**src/rtl/wb_stage_pkg.sv**
```systemverilog
// Shared types and constants for the write-back stage: the control bundle
// coming out of the memory stage, load funct3 encodings, the MEM/WB pipeline
// register layout and small load extension helpers.
package wb_stage_pkg;

    localparam int XLEN      = 32;
    localparam int REG_IDX_W = 5;

    // Control bundle carried down the pipeline from decode.
    typedef struct packed {
        logic       reg_write;
        logic       mem_read;
        logic       mem_to_reg;
        logic [2:0] funct3;
    } control_type;

    // Load funct3 encodings (RV32I).
    localparam logic [2:0] F3_LB  = 3'b000;
    localparam logic [2:0] F3_LH  = 3'b001;
    localparam logic [2:0] F3_LW  = 3'b010;
    localparam logic [2:0] F3_LBU = 3'b100;
    localparam logic [2:0] F3_LHU = 3'b101;

    // MEM/WB pipeline register contents.
    typedef struct packed {
        logic                 valid;
        control_type          ctrl;
        logic [REG_IDX_W-1:0] rd;
        logic [XLEN-1:0]      alu_data;
        logic [XLEN-1:0]      mem_data;
    } mem_wb_type;

    // Widen a byte to XLEN, replicating the top bit when sgn is set.
    function automatic logic [XLEN-1:0] extend_byte(input logic [7:0] b, input logic sgn);
        logic fill;
        fill = sgn & b[7];
        return {{(XLEN-8){fill}}, b};
    endfunction

    // Widen a halfword to XLEN, replicating the top bit when sgn is set.
    function automatic logic [XLEN-1:0] extend_half(input logic [15:0] h, input logic sgn);
        logic fill;
        fill = sgn & h[15];
        return {{(XLEN-16){fill}}, h};
    endfunction

endpackage

```
**src/rtl/wb_stage_load_formatter.sv**
```systemverilog
// Combinational load formatter: picks the byte/half addressed by the low
// address bits out of the aligned read word, extends it according to funct3
// and flags misaligned or unsupported load encodings.
module wb_stage_load_formatter
    import wb_stage_pkg::*;
(
    input  logic [XLEN-1:0] mem_data_in,
    input  logic [1:0]      offset_in,
    input  logic [2:0]      funct3_in,
    output logic [XLEN-1:0] data_out,
    output logic            fault_out
);

    logic [7:0]  byte_s;
    logic [15:0] half_s;

    // Select the addressed byte lane of the read word.
    always_comb begin
        byte_s = 8'h00;
        case (offset_in)
            2'd0:    byte_s = mem_data_in[7:0];
            2'd1:    byte_s = mem_data_in[15:8];
            2'd2:    byte_s = mem_data_in[23:16];
            2'd3:    byte_s = mem_data_in[31:24];
            default: byte_s = mem_data_in[7:0];
        endcase
    end

    // Select the addressed halfword; offset bit 0 only matters for the fault check.
    always_comb begin
        half_s = 16'h0000;
        if (offset_in[1]) begin
            half_s = mem_data_in[31:16];
        end else begin
            half_s = mem_data_in[15:0];
        end
    end

    // Extend the selected lane and decide whether the access is legal.
    always_comb begin
        data_out  = {XLEN{1'b0}};
        fault_out = 1'b0;
        case (funct3_in)
            F3_LB: begin
                data_out = extend_byte(byte_s, 1'b1);
            end
            F3_LBU: begin
                data_out = extend_byte(byte_s, 1'b0);
            end
            F3_LH: begin
                data_out  = extend_half(half_s, 1'b1);
                fault_out = offset_in[0];
            end
            F3_LHU: begin
                data_out  = extend_half(half_s, 1'b0);
                fault_out = offset_in[0];
            end
            F3_LW: begin
                data_out  = mem_data_in;
                fault_out = (offset_in != 2'b00);
            end
            default: begin
                // 011, 110, 111 are not loads on RV32I.
                data_out  = {XLEN{1'b0}};
                fault_out = 1'b1;
            end
        endcase
    end

endmodule

```
**src/rtl/wb_stage.sv**
```systemverilog
// Write-back stage: MEM/WB pipeline register with stall/flush, load
// formatting, result select, register-file write port (also the forwarding
// source) and the retired-instruction counter. All outputs depend only on
// state, never directly on inputs.
module wb_stage
    import wb_stage_pkg::*;
#(
    parameter int DATA_W    = 32,
    parameter int INSTRET_W = 64
) (
    input  logic                 clk,
    input  logic                 reset,
    input  logic                 stall,
    input  logic                 flush,
    input  logic                 valid_in,
    input  control_type          control_in,
    input  logic [4:0]           rd_in,
    input  logic [DATA_W-1:0]    alu_data_in,
    input  logic [DATA_W-1:0]    memory_data_in,
    output logic                 reg_write_out,
    output logic [4:0]           rd_out,
    output logic [DATA_W-1:0]    wb_data_out,
    output logic                 load_fault_out,
    output logic [INSTRET_W-1:0] instret_out
);

    mem_wb_type           mem_wb_d;
    mem_wb_type           mem_wb_q;
    logic [INSTRET_W-1:0] instret_d;
    logic [INSTRET_W-1:0] instret_q;

    logic [XLEN-1:0] load_data_s;
    logic            fmt_fault_s;
    logic            load_fault_s;
    logic            retire_s;

    wb_stage_load_formatter u_load_formatter (
        .mem_data_in (mem_wb_q.mem_data),
        .offset_in   (mem_wb_q.alu_data[1:0]),
        .funct3_in   (mem_wb_q.ctrl.funct3),
        .data_out    (load_data_s),
        .fault_out   (fmt_fault_s)
    );

    // A formatter fault only matters for a real load sitting in WB.
    always_comb begin
        load_fault_s = mem_wb_q.valid & mem_wb_q.ctrl.mem_read & fmt_fault_s;
    end

    // Next MEM/WB contents: flush inserts a bubble, stall holds, otherwise capture.
    always_comb begin
        mem_wb_d = mem_wb_q;
        if (flush) begin
            mem_wb_d = '0;
        end else if (stall) begin
            mem_wb_d = mem_wb_q;
        end else begin
            mem_wb_d.valid    = valid_in;
            mem_wb_d.ctrl     = control_in;
            mem_wb_d.rd       = rd_in;
            mem_wb_d.alu_data = alu_data_in;
            mem_wb_d.mem_data = memory_data_in;
        end
    end

    // The WB instruction retires when it leaves the stage, either replaced
    // or overwritten by a flush; a faulting load never counts.
    always_comb begin
        retire_s  = mem_wb_q.valid & ~load_fault_s & (~stall | flush);
        instret_d = instret_q + {{(INSTRET_W-1){1'b0}}, retire_s};
    end

    // Pipeline register and counter, with synchronous reset dominating everything.
    always_ff @(posedge clk) begin
        if (reset) begin
            mem_wb_q  <= '0;
            instret_q <= {INSTRET_W{1'b0}};
        end else begin
            mem_wb_q  <= mem_wb_d;
            instret_q <= instret_d;
        end
    end

    // Register-file write port and status, driven from state only.
    always_comb begin
        reg_write_out  = mem_wb_q.valid & mem_wb_q.ctrl.reg_write
                       & (mem_wb_q.rd != 5'd0) & ~load_fault_s;
        rd_out         = mem_wb_q.rd;
        load_fault_out = load_fault_s;
        instret_out    = instret_q;
        if (mem_wb_q.ctrl.mem_to_reg) begin
            wb_data_out = load_data_s;
        end else begin
            wb_data_out = mem_wb_q.alu_data;
        end
    end

endmodule

```
**config.mk**
```make
export PLATFORM = sky130hd
export DESIGN_NAME = wb_stage
export DESIGN_NICKNAME = d
export VERILOG_FILES = /design/src/rtl/wb_stage_pkg.sv /design/src/rtl/wb_stage_load_formatter.sv /design/src/rtl/wb_stage.sv
export SDC_FILE = /design/constraint.sdc
export NUM_CORES = 1
export LEC_CHECK = 0
export CORE_AREA = 4 4 123 125
export CTS_CLUSTER_DIAMETER = 30
export DETAILED_ROUTE_END_ITERATION = 10
export DIE_AREA = 0 0 127 129
export GPL_TIMING_DRIVEN = 0
export PLACE_DENSITY_LB_ADDON = 0.2
export SYNTH_ARGS = -nofsm -noshare
export SYNTH_HDL_FRONTEND = slang
export SYNTH_SLANG_ARGS = --single-unit
export TNS_END_PERCENT = 30
```
**constraint.sdc**
```tcl
create_clock -name clk -period 4.3 [get_ports clk]
set_clock_uncertainty 0.15 [all_clocks]
set_input_delay 0.86 -clock clk [delete_from_list [all_inputs] [get_ports clk]]
set_output_delay 0.86 -clock clk [all_outputs]
set_load 0.01 [all_outputs]
```
## After elaboration in Yosys (flattened, before gate mapping)

Index checks and enable logic that the tools add are counted.
W data, S select, Z words.

- Register bits: 140
- Latch bits: 0
- Memory bits (writable): 0
- Bits in read-only memories: 0
- Input port bits: 80
- Memories: 0

- Add/sub/neg operators: 1
- Multiply operators: 0
- Div/mod/pow operators: 0
- $lt $le $gt $ge: 0
- Equality and inequality tests: 7
- Shift operators: 0
- Mux-type cells: 5
- Bitwise gates (word level): 10
- Reduce and logical (&&, ||, !) cells: 7

Operators with widths:

| kind | number |
|---|---|
| $pmux W32 S5 | 1 |
| $add A64 B1 Y64 | 1 |
| $mux W32 | 1 |
| $pmux W8 S4 | 1 |
| $mux W16 | 1 |
| $and A1 B1 Y1 | 7 |
| $eq A3 B3 Y1 const B | 2 |
| $reduce_or A2 Y1 | 3 |
| $reduce_bool A5 Y1 | 1 |
| $eq A2 B2 Y1 const B | 2 |
| $eq A3 B1 Y1 const B | 1 |
| $eq A3 B2 Y1 const B | 1 |
| $logic_not A3 Y1 | 1 |
| $pmux W1 S3 | 1 |
| $eq A2 B1 Y1 const B | 1 |
| $logic_not A2 Y1 | 1 |
| $not A1 Y1 | 2 |
| $reduce_bool A2 Y1 | 1 |
| $or A1 B1 Y1 | 1 |

## Longest topological paths before layout

Gate-level depths: netlist of run 1.

- Depth after elaboration: 8
- Mapped depth: 14
- Depth with buffers taken out: 12

## Modules after synthesis

From an unflattened synthesis of run 1, not the netlist that was laid out.

- Cell total of the unflattened synthesis: 774
- Area, all modules: 7111.8 um2

Modules (own cells, without submodules):

| module | times used | cells each | area an instance (um2) |
|---|---|---|---|
| wb_stage | 1 | 655 | 6192.2 |
| wb_stage_load_formatter | 1 | 119 | 919.6 |

## Worst setup path after synthesis of run 1

No wires, ideal clock.

- Path kind: in2reg
- Start point: in stall
- End point: reg instret_q[42] (netlist: instret_out[42])
- Data arrival time: 3.728 ns
- Slack: 0.352 ns
- Stages on the path: 11
- Buffers on the path: 3
- Cells stage by stage: clkbuf_1 -> buf_1 -> buf_1 -> a21oi_1 -> ha_1 -> ha_1 -> nand3_1 -> or3_1 -> or4b_4 -> or4_1 -> a21oi_1

- Word-level cells in the longest chain between the ends: 4

Ends and longest elaborated chain:

| what | line | RTL |
|---|---|---|
| start: declaration | wb_stage.sv:13 | `input logic stall,` |
| $not A1 Y1 | wb_stage.sv:69 | `retire_s = mem_wb_q.valid & ~load_fault_s & (~stall \| flush);` |
| $or A1 B1 Y1 | wb_stage.sv:69 |  |
| $and A1 B1 Y1 | wb_stage.sv:69 |  |
| $add A64 B1 Y64 | wb_stage.sv:70 | `instret_d = instret_q + {{(INSTRET_W-1){1'b0}}, retire_s};` |
| end signal: assignment | wb_stage.sv:77 | `instret_q <= {INSTRET_W{1'b0}};` |
| end signal: assignment | wb_stage.sv:80 | `instret_q <= instret_d;` |
| end: declaration | wb_stage.sv:30 | `logic [INSTRET_W-1:0] instret_q;` |

No other way between the ends.
A chain may end at the register's enable or synchronous reset.

## Worst setup path after layout of run 1

Same ends and word-level chain as after synthesis.

==> results of run 1 <==
cells by family after synthesis:
group,Yosys count
flip-flops,140
AO/OA/AOI/OAI,135
adder cells (fa/ha/maj),2
multiplexers,86
buffers and inverters,74
XOR/XNOR,31
AND/OR/NAND/NOR,320
cells in the final DEF (no fill, tap or decap), types with 4 or more instances in the layout:
master and count:
o22ai_1 13, nand2_1 62, nand4_1 26, xor2_1 18, nor2b_1 4, nor4_1 6, or4_1 5, clkbuf_16 17
clkdlybuf4s50_1 181, or3_1 28, nand3_1 24, dfxtp_1 140, xnor2_1 13, buf_4 8, clkbuf_1 40, nor2_1 130
buf_1 9, o21ai_0 45, a221oi_1 7, and3_1 4, clkbuf_8 6, nor3_1 13, mux2_2 9, o221ai_1 8
mux2i_1 77, a21oi_1 53, o31ai_1 5, inv_1 21
timing repair:
item | CTS | global route
endpoints found under the setup margin | 0 | 10
hold buffers | 0 | 0
endpoints found under the hold margin | 0 | 0
setup buffers | 0 | 3
per-stage QoR:
step / hold slack [ps] / setup slack [ps]
after floorplan: 307 / 352
after global placement: 326 / -276
after detailed placement: 333 / -292
after CTS: 349 / 139
after global routing: 367 / -10.4
final: 345 / 284
registers in the layout, indices dropped and copies added (netlist names):
register and flops:
rd_out 5, mem_wb_q 71, instret_out 64
where the power goes:
| part | total, W | internal, W | switching [W] |
|---|---|---|---|
| logic | 0.000289 | 0.000158 | 0.000131 |
| registers | 0.00134 | 0.00132 | 0.0000184 |
| clock network | 0.00154 | 0.00100 | 0.000535 |
worst paths after layout:
path / cells past startpoint / end / from / slack, ps
setup reg to reg: 13 / instret_out[42]$_SDFF_PP0_ / mem_wb_q[69]$_SDFFE_PP0N_ / 420
setup / recovery: 11 / instret_out[42]$_SDFF_PP0_ / stall / 280
hold reg to reg: 2 / mem_wb_q[74]$_SDFFE_PP0N_ / mem_wb_q[74]$_SDFFE_PP0N_ / 340
hold / removal: 2 / mem_wb_q[74]$_SDFFE_PP0N_ / mem_wb_q[74]$_SDFFE_PP0N_ / 340
synth_stat cells, types with 2 or more instances:
cell / count
nand2b_1: 2
buf_4: 5
nor4_4: 2
xnor2_1: 13
nor2_1: 130
nand2_1: 62
xor2_1: 18
buf_1: 9
ha_1: 2
nor2b_1: 4
o221ai_1: 8
dfxtp_1: 140
or3_1: 28
nand3_1: 24
o31ai_1: 5
nor3_1: 13
or4_2: 2
mux2_2: 9
mux2i_1: 77
o21ai_0: 45
a21oi_1: 53
inv_1: 21
clkbuf_1: 37
or2_2: 2
nor4_1: 6
and2_1: 2
o22ai_1: 13
a221oi_1: 7
or4_1: 5
and3_1: 4
nand4_1: 26
per-layer routing:
layer / vias to the layer above / global-route usage (%)
li1: 3178 / -
met1: 3016 / 32.5
met2: 244 / 37.4
met3: 38 / 6.02
met4: 0 / 8.52
met5: - / 0
layout make-up:
cell class / count / area [sq um]
plain buffers: 53 / 226
flip-flops and latches: 140 / 2800
well taps: 180 / 225
multi-input cells: 574 / 3490
fillers: 1220 / 4590
clock inverters: 6 / 105
repair buffers: 184 / 1830
inverters: 21 / 78.8
clock buffers: 26 / 519
critical path, cell delays in order:
cell and delay, ps:
clkbuf_1 140, buf_1 360, buf_1 420, a21oi_1 230, ha_1 210, ha_1 250
nand3_1 210, or3_1 390, or4b_4 530, or4_1 480, a21oi_1 140
==> flow_summary.toml, run 1 <==
[run_status]
status = "finished clean"

[cts]
cts_tree = "built"
clockBufferDepth = 2
cts_root_buffer = "clkbuf_16"
cts_made_buffers = 17
htreeDepth = 4
cts_resized = 0
insertion_delay_ps = 420
clkSlewWorstSetupHoldPaths_ps = 60
clock-sinks = 140

[route]
ant_nets = 0
met2_length_um = 9000
wire_per_inst_um = 16.8
firstDrtPassIters = 5
met1_length_um = 9030
top_layer = "met4"
vias = 6476
via_per_inst = 5.47
drc = 0
wl_um = 19900
drt_iter0_markers = 617
wl_met3_um = 1470

[place]
globalplace.congestion = 0.885
dp.cells = 1149
portBuffers = 181
hpwl_um = 14800
placed_cell_area_sq_mm = 0.00864

[logic_synthesis]
yosys.area.top_type = "dfxtp_1"
synth_flop_cell = "dfxtp_1"
yosys_register_bits = 140
async_flop_share_pct = 0
synth_top_family_by_area = "simple AND/OR/NAND/NOR gates"
syn-cell-area_sq_mm = 0.00660
synth_top_area_share_pct = 42.4
muxShareOfSynthArea_pct = 13.2
synthSimpleGateAreaFrac_pct = 23.6
syn_nets = 870
yosysUniqueCellTypes = 45
synth_warnings = 0
synthAdderAreaFrac_pct = 0.379
synth.area.top_cells = "dfxtp_1, mux2i_1, nor2_1, a21oi_1, nand2_1"
synth-edff-count = 0
synth_compound_area_share_pct = 11.6
ys_seq_area_share_pct = 42.4
synthCells = 788
synth-xor-area-share_pct = 4.11
avgSynthCellArea_sq_um = 8.38

[timing]
relSlewSlack_pct = 42.8
hold_viol = 0
worst_slew_pin_slew_ps = 856
fin_setup_tns_ps = 0
finalCriticalPeriod_ps = 4020
setup_viol = 0
clock.fmax_mhz = 249
drv_slew = 0
finalCritPeriodShare_pct = 93.4

[grt]
grtUsageTotal_pct = 24.0
gr-total-overflow = 0
antenna_found_initial = 0
grt_first_pass_wirelength_um = 31400
first_global_vias = 6159
grt_start_max_net_pins = 17

[final_layout]
antenna_cells = 0
fin_util_pct = 66.9
syn_to_final_growth_pct = 40.6
finalInstanceArea_sq_mm = 0.00929
fin_nets = 1073
finalNonFillerCells = 1184
layout-drive-gt1-share_pct = 5.98

[die]
die_w_um = 127
io_pins = 183
initial_core_util_pct = 47.6
die_h_um = 129
core-area_sq_mm = 0.0139
fp.dieArea_sq_mm = 0.0164
std_cell_rows = 43

[setup_path]
startpoint_type = "input port"
worstSetupPathType = "input port to flip-flop"
endpoint_kind = "flip-flop"
cp.required_ps = 4500
arrival_ps = 4210
cp_max_fo = 10

[flow_run]
drv_cap = 0

[hold_path]
hold_path_class = "flip-flop to flip-flop"

[power_and_ir_drop]
power_leakage_nw = 3.32
worst_ir_drop_vdd_mv = 0.254
power.density_mw_per_mm2 = 341
power.total_w = 0.00317
No activity file was read; power rests on OpenSTA's default activity.
==> run 2: changes to the inputs <==
--- a/config.mk
+++ b/config.mk
@@ -5,10 +5,10 @@
 export SDC_FILE = /design/constraint.sdc
 export NUM_CORES = 1
 export LEC_CHECK = 0
-export CORE_AREA = 4 4 123 125
+export CORE_AREA = 4 4 118 120
 export CTS_CLUSTER_DIAMETER = 30
 export DETAILED_ROUTE_END_ITERATION = 10
-export DIE_AREA = 0 0 127 129
+export DIE_AREA = 0 0 122 124
 export GPL_TIMING_DRIVEN = 0
 export PLACE_DENSITY_LB_ADDON = 0.2
 export SYNTH_ARGS = -nofsm -noshare
==> constraint.sdc (replaced) <==
create_clock -name clk -period 4.76 [get_ports clk]
set_clock_uncertainty 0.15 [all_clocks]
set_input_delay 0.952 -clock clk [delete_from_list [all_inputs] [get_ports clk]]
set_output_delay 0.952 -clock clk [all_outputs]
set_load 0.01 [all_outputs]
==> run 2 against run 1 <==
Against the previous run:
- clock power shrank 23%
- largest cell class unchanged
- die area shrank 7.7%
- worst hold slack gained 1.3 ps
- critical path depth grew 1
- critical path type unchanged
- worst setup slack gained 180 ps
==> flow_summary.toml, run 2 (same netlist as run 1, synthesis figures left out) <==
[setup_path]
path_buf_inv = 4
cpLargestDelayFamily = "buffers and inverters"
max_stage_delay_ps = 480
worstSetupPathType = "input port to flip-flop"
endpoint_kind = "flip-flop"
crit_slowest_cell = "nor4_4"
cp.required_ps = 4900
cp_max_fo = 10
critical_path.cell_chain = "clkbuf_1 -> buf_1 -> buf_1 -> a21oi_1 -> ha_1 -> ha_1 -> nand3_1 -> nor4_4 -> nand4_1 -> clkbuf_1 -> o21ai_0 -> a21oi_1"
arrival_ps = 4430
startpoint_type = "input port"

[route]
wire_per_inst_um = 16.4
drt_iter0_markers = 447
wl_um = 19300
drc = 0
ant_nets = 0
vias = 6556
via_per_inst = 5.57
firstDrtPassIters = 5

[cts]
clkSlewWorstSetupHoldPaths_ps = 60
insertion_delay_ps = 420
clock-sinks = 140
clockBufferDepth = 2
cts_root_buffer = "clkbuf_16"
cts_tree = "built"
htreeDepth = 4
cts_made_buffers = 17
holdBufCountCts = 0
cts_resized = 0
cts_setup_buffers = 0

[final_layout]
final_cell_mix = "clkdlybuf4s50_1, dfxtp_1, nor2_1, mux2i_1, nand2_1"
syn_to_final_growth_pct = 38.9
final_common_cell = "clkdlybuf4s50_1"
largest_reg_flops = 71
layout-drive-gt1-share_pct = 5.59
antenna_cells = 0
fin_util_pct = 70.6
n_fill_cell = 1076
fin_nets = 1070
top_register = "mem_wb_q"

[hold_path]
hold_path_class = "flip-flop to flip-flop"

[place]
hpwl_um = 14600
portBuffers = 181
globalplace.congestion = 0.928
pre_cts_slack_ps = 88.4

[power_and_ir_drop]
intPower_w = 0.00205
p_switching_w = 0.000611
power_leakage_nw = 3.26
switching_share_pct = 22.9
worst_ir_drop_vdd_mv = 0.185
power.density_mw_per_mm2 = 290
seqPwrFrac_pct = 45.4
combPwrFrac_pct = 9.8
clkPwrFrac_pct = 44.8

[timing]
worst_slew_pin_slew_ps = 817
clock.fmax_mhz = 233
whs_ps = 346
setup_viol = 0
rsz0062_at_grt = "no"
drv_slew = 0
relSlewSlack_pct = 45.5
fin_ws_ps = 466
finalCritPeriodShare_pct = 90.2
finalCriticalPeriod_ps = 4290
fin_setup_tns_ps = 0
hold_viol = 0

[grt]
gr-total-overflow = 0
grtUsageTotal_pct = 25.7
first_global_vias = 6110
grt_first_pass_wirelength_um = 30500
antenna_found_initial = 0
grt_start_max_net_pins = 17

[die]
io_pins = 183
die_h_um = 124
fp.dieArea_sq_mm = 0.0151
core-area_sq_mm = 0.0130
die_w_um = 122
initial_core_util_pct = 50.9
std_cell_rows = 42

[flow_run]
drv_cap = 0

[run_status]
status = "finished clean"
==> run 2: metrics by stage <==
stage / area (sq um) / power, W / instances
3_3_place_gp: 8630 / 0.00149 / 1145
6_report: 9170 / 0.00266 / 1177
5_1_grt: 9170 / 0.00275 / 1177
2_1_floorplan: 6600 / 0.00136 / 788
3_5_place_dp: 8630 / 0.00149 / 1145
4_1_cts: 9170 / 0.00268 / 1177
==> run 2: cell type report <==
type | instances | area (sq um) | share of cell area (%)
Sequential cell | 140 | 2800 | 30.6
Clock inverter | 7 | 38.8 | 0.423
Buffer | 53 | 226 | 2.47
Clock buffer | 25 | 495 | 5.40
Multi-Input combinational cell | 574 | 3490 | 38.1
Tap cell | 176 | 220 | 2.40
Timing Repair Buffer | 181 | 1810 | 19.8
Inverter | 21 | 78.8 | 0.860
==> run 2: power by group through the flow <==
| stage | Sequential (W) | Clock (W) | Combinational (W) |
|---|---|---|---|
| after global routing | 0.00121 | 0.00126 | 0.000283 |
| after global placement | 0.00123 | 0 | 0.000256 |
| after detailed placement | 0.00123 | 0 | 0.000259 |
| final | 0.00121 | 0.00119 | 0.000261 |
| after floorplan | 0.00123 | 0 | 0.000128 |
| after CTS | 0.00121 | 0.00121 | 0.000261 |
==> run 2: worst reg2reg max path: cells and delay by family, from the launching register on <==
family / cells / cell delay (ps)
compound gates: 5 / 850
flops: 1 / 300
simple gates: 5 / 1600
fa+ha+maj: 2 / 460
buf+inv: 2 / 570
==> run 2: metal layers <==
layer / share of wire, % / vias up / track usage, % / wire (um)
met2: 47 / 250 / 40.7 / 9020
li1: - / 3170 / - / -
met5: 0 / - / 0 / 0
met4: 1.9 / 0 / 8.82 / 365
met1: 44 / 3108 / 34.1 / 8410
met3: 7.8 / 28 / 6.77 / 1500
==> run 2: path summary, 6_finish.rpt <==
kind	slack [ps]	cells after the start	to	start
max	470	12	instret_out[54]$_SDFF_PP0_	stall
min	350	2	instret_out[51]$_SDFF_PP0_	instret_out[51]$_SDFF_PP0_
max reg2reg	710	14	instret_out[54]$_SDFF_PP0_	mem_wb_q[69]$_SDFFE_PP0N_
min reg2reg	350	2	instret_out[51]$_SDFF_PP0_	instret_out[51]$_SDFF_PP0_
==> run 3: changes to the inputs <==
--- a/config.mk
+++ b/config.mk
@@ -11,6 +11,8 @@
 export DIE_AREA = 0 0 122 124
 export GPL_TIMING_DRIVEN = 0
 export PLACE_DENSITY_LB_ADDON = 0.2
+export REMOVE_ABC_BUFFERS = 1
+export SLEW_MARGIN = 25
 export SYNTH_ARGS = -nofsm -noshare
 export SYNTH_HDL_FRONTEND = slang
 export SYNTH_SLANG_ARGS = --single-unit
==> run 3 against run 2 <==
Against the previous run:
- largest power group is now clock
- design area down 0.29%
- highest routed layer unchanged
- worst hold slack worse by 6.1 ps
- clock power up 19%
- via count fell by 5.7%
- sequential power about the same
- non-clock buffer count down 49
- critical path type is now flip-flop to primary output
- critical path depth is 6 lower
==> flow_summary.toml, run 3 (same netlist as run 1, synthesis figures left out) <==
[run_status]
status = "finished clean"

[route]
wire_per_inst_um = 15.4
drt_iter0_markers = 480
via_per_inst = 5.48
vias = 6181
ant_nets = 0
firstDrtPassIters = 4
drc = 0
wl_um = 17400

[final_layout]
layout-drive-gt1-share_pct = 6.20
final_common_cell = "clkdlybuf4s50_1"
fin_nets = 1021
syn_to_final_growth_pct = 38.5
top_register = "mem_wb_q"
largest_reg_flops = 71
final_cell_mix = "clkdlybuf4s50_1, dfxtp_1, nor2_1, mux2i_1, nand2_1"
antenna_cells = 0

[cts]
cts_resized = 0
htreeDepth = 4
holdBufCountCts = 0
insertion_delay_ps = 420
clkSlewWorstSetupHoldPaths_ps = 50
clock-sinks = 140
clockBufferDepth = 2
cts_root_buffer = "clkbuf_16"
cts_setup_buffers = 0
cts_tree = "built"
cts_made_buffers = 17

[die]
fp.dieArea_sq_mm = 0.0151
die_w_um = 122
std_cell_rows = 42
die_h_um = 124
initial_core_util_pct = 50.9
core-area_sq_mm = 0.0130
io_pins = 183

[timing]
finalCriticalPeriod_ps = 4340
drv_slew = 0
whs_ps = 340
relSlewSlack_pct = 50.3
hold_viol = 0
rsz0062_at_grt = "no"
clock.fmax_mhz = 231
finalCritPeriodShare_pct = 91.1
worst_slew_pin_slew_ps = 741
setup_viol = 0

[power_and_ir_drop]
power_leakage_nw = 3.27
power.density_mw_per_mm2 = 314
worst_ir_drop_vdd_mv = 0.236
power.total_w = 0.00287

[setup_path]
cp.required_ps = 3660
critical_path.cell_chain = "mux2_2 -> nor2_1 -> o31ai_1 -> nand3_1 -> a21oi_1 -> clkdlybuf4s50_1"
worstReg2RegEnd = "instret_out[60]$_SDFF_PP0_"
worstSetupPathType = "flip-flop to primary output"
regToRegSetupSlack_ps = 640
startpoint_type = "flip-flop"
endpoint_kind = "primary output"
max_stage_delay_ps = 680
crit_slowest_cell = "dfxtp_1"
path_buf_inv = 1
arrival_ps = 3230
cpLargestDelayFamily = "flip-flops"
ff2ff_path_depth = 12
r2r_start = "mem_wb_q[69]$_SDFFE_PP0N_"
cp_max_fo = 16

[grt]
grt_first_pass_wirelength_um = 28400
first_global_vias = 5818
grtUsageTotal_pct = 23.4
use_met3_pct = 7.67
gr-total-overflow = 0
antenna_found_initial = 0
gr-max-usage-layer = "met2"
use_met2_pct = 38.3
grt_start_max_net_pins = 66
met1_usage_pct = 28.8

[hold_path]
hold_path_class = "flip-flop to flip-flop"
hold_path_startpoint = "mem_wb_q[48]$_SDFFE_PP0N_"
hold_end = "mem_wb_q[48]$_SDFFE_PP0N_"
hold_depth = 2

[place]
globalplace.congestion = 0.851
hpwl_um = 12300
portBuffers = 182

[flow_run]
drv_cap = 0
==> run 3: worst max-delay path by stage <==
stage / startpoint / endpoint / depth (start not counted)
finish: mem_wb_q[33]$_SDFFE_PP0N_ / wb_data_out[31] / 6
global route: mem_wb_q[69]$_SDFFE_PP0N_ / instret_out[58]$_SDFF_PP0_ / 12
CTS: mem_wb_q[70]$_SDFFE_PP0N_ / wb_data_out[31] / 6
detailed placement: stall / instret_out[60]$_SDFF_PP0_ / 10
global placement: stall / instret_out[58]$_SDFF_PP0_ / 9
floorplan: mem_wb_q[70]$_SDFFE_PP0N_ / instret_out[42]$_SDFF_PP0_ / 11
==> run 3: final cells by class <==
class                           count  area [sq um]
Clock buffer                       27           543
Timing Repair Buffer              185          1900
Fill cell                        1100          3840
Sequential cell                   140          2810
Multi-Input combinational cell    574          3500
Inverter                           21          78.8
Tap cell                          176           220
Clock inverter                      5           100
==> run 3: stage by stage <==
stage / cell area [sq um] / setup TNS, ps / util, % / setup WS (ps) / cells
6_report: 9140 / 0 / 70.4 / 424 / 1128
5_1_grt: 9140 / 0 / 70.4 / 218 / 1128
4_1_cts: 9140 / 0 / 70.4 / 334 / 1128
3_5_place_dp: 8500 / 0 / 65.5 / 343 / 1096
3_3_place_gp: 8420 / -169980 / 64.9 / -2660 / 1093
2_1_floorplan: 6380 / 0 / - / 1300 / 735
==> run 3: where the power goes <==
part	leakage, nW	internal [W]	switching, W
registers	1.14	0.00119	0.0000197
clock network	0.320	0.000935	0.000480
logic	1.81	0.000141	0.000103
==> run 3: metal layers <==
layer | up-vias | wire length, um
met5 | - | 0
met4 | 0 | 465
met3 | 35 | 1210
met2 | 185 | 8250
met1 | 2895 | 7440
li1 | 3066 | -
==> run 3: worst register-to-register path: cells and delay by family (launching register included) <==
family | cells | cell delay (ps)
flip-flops | 1 | 400
AO/OA/AOI/OAI | 4 | 650
AND/OR/NAND/NOR | 6 | 2350
adder cells (fa/ha/maj) | 2 | 510
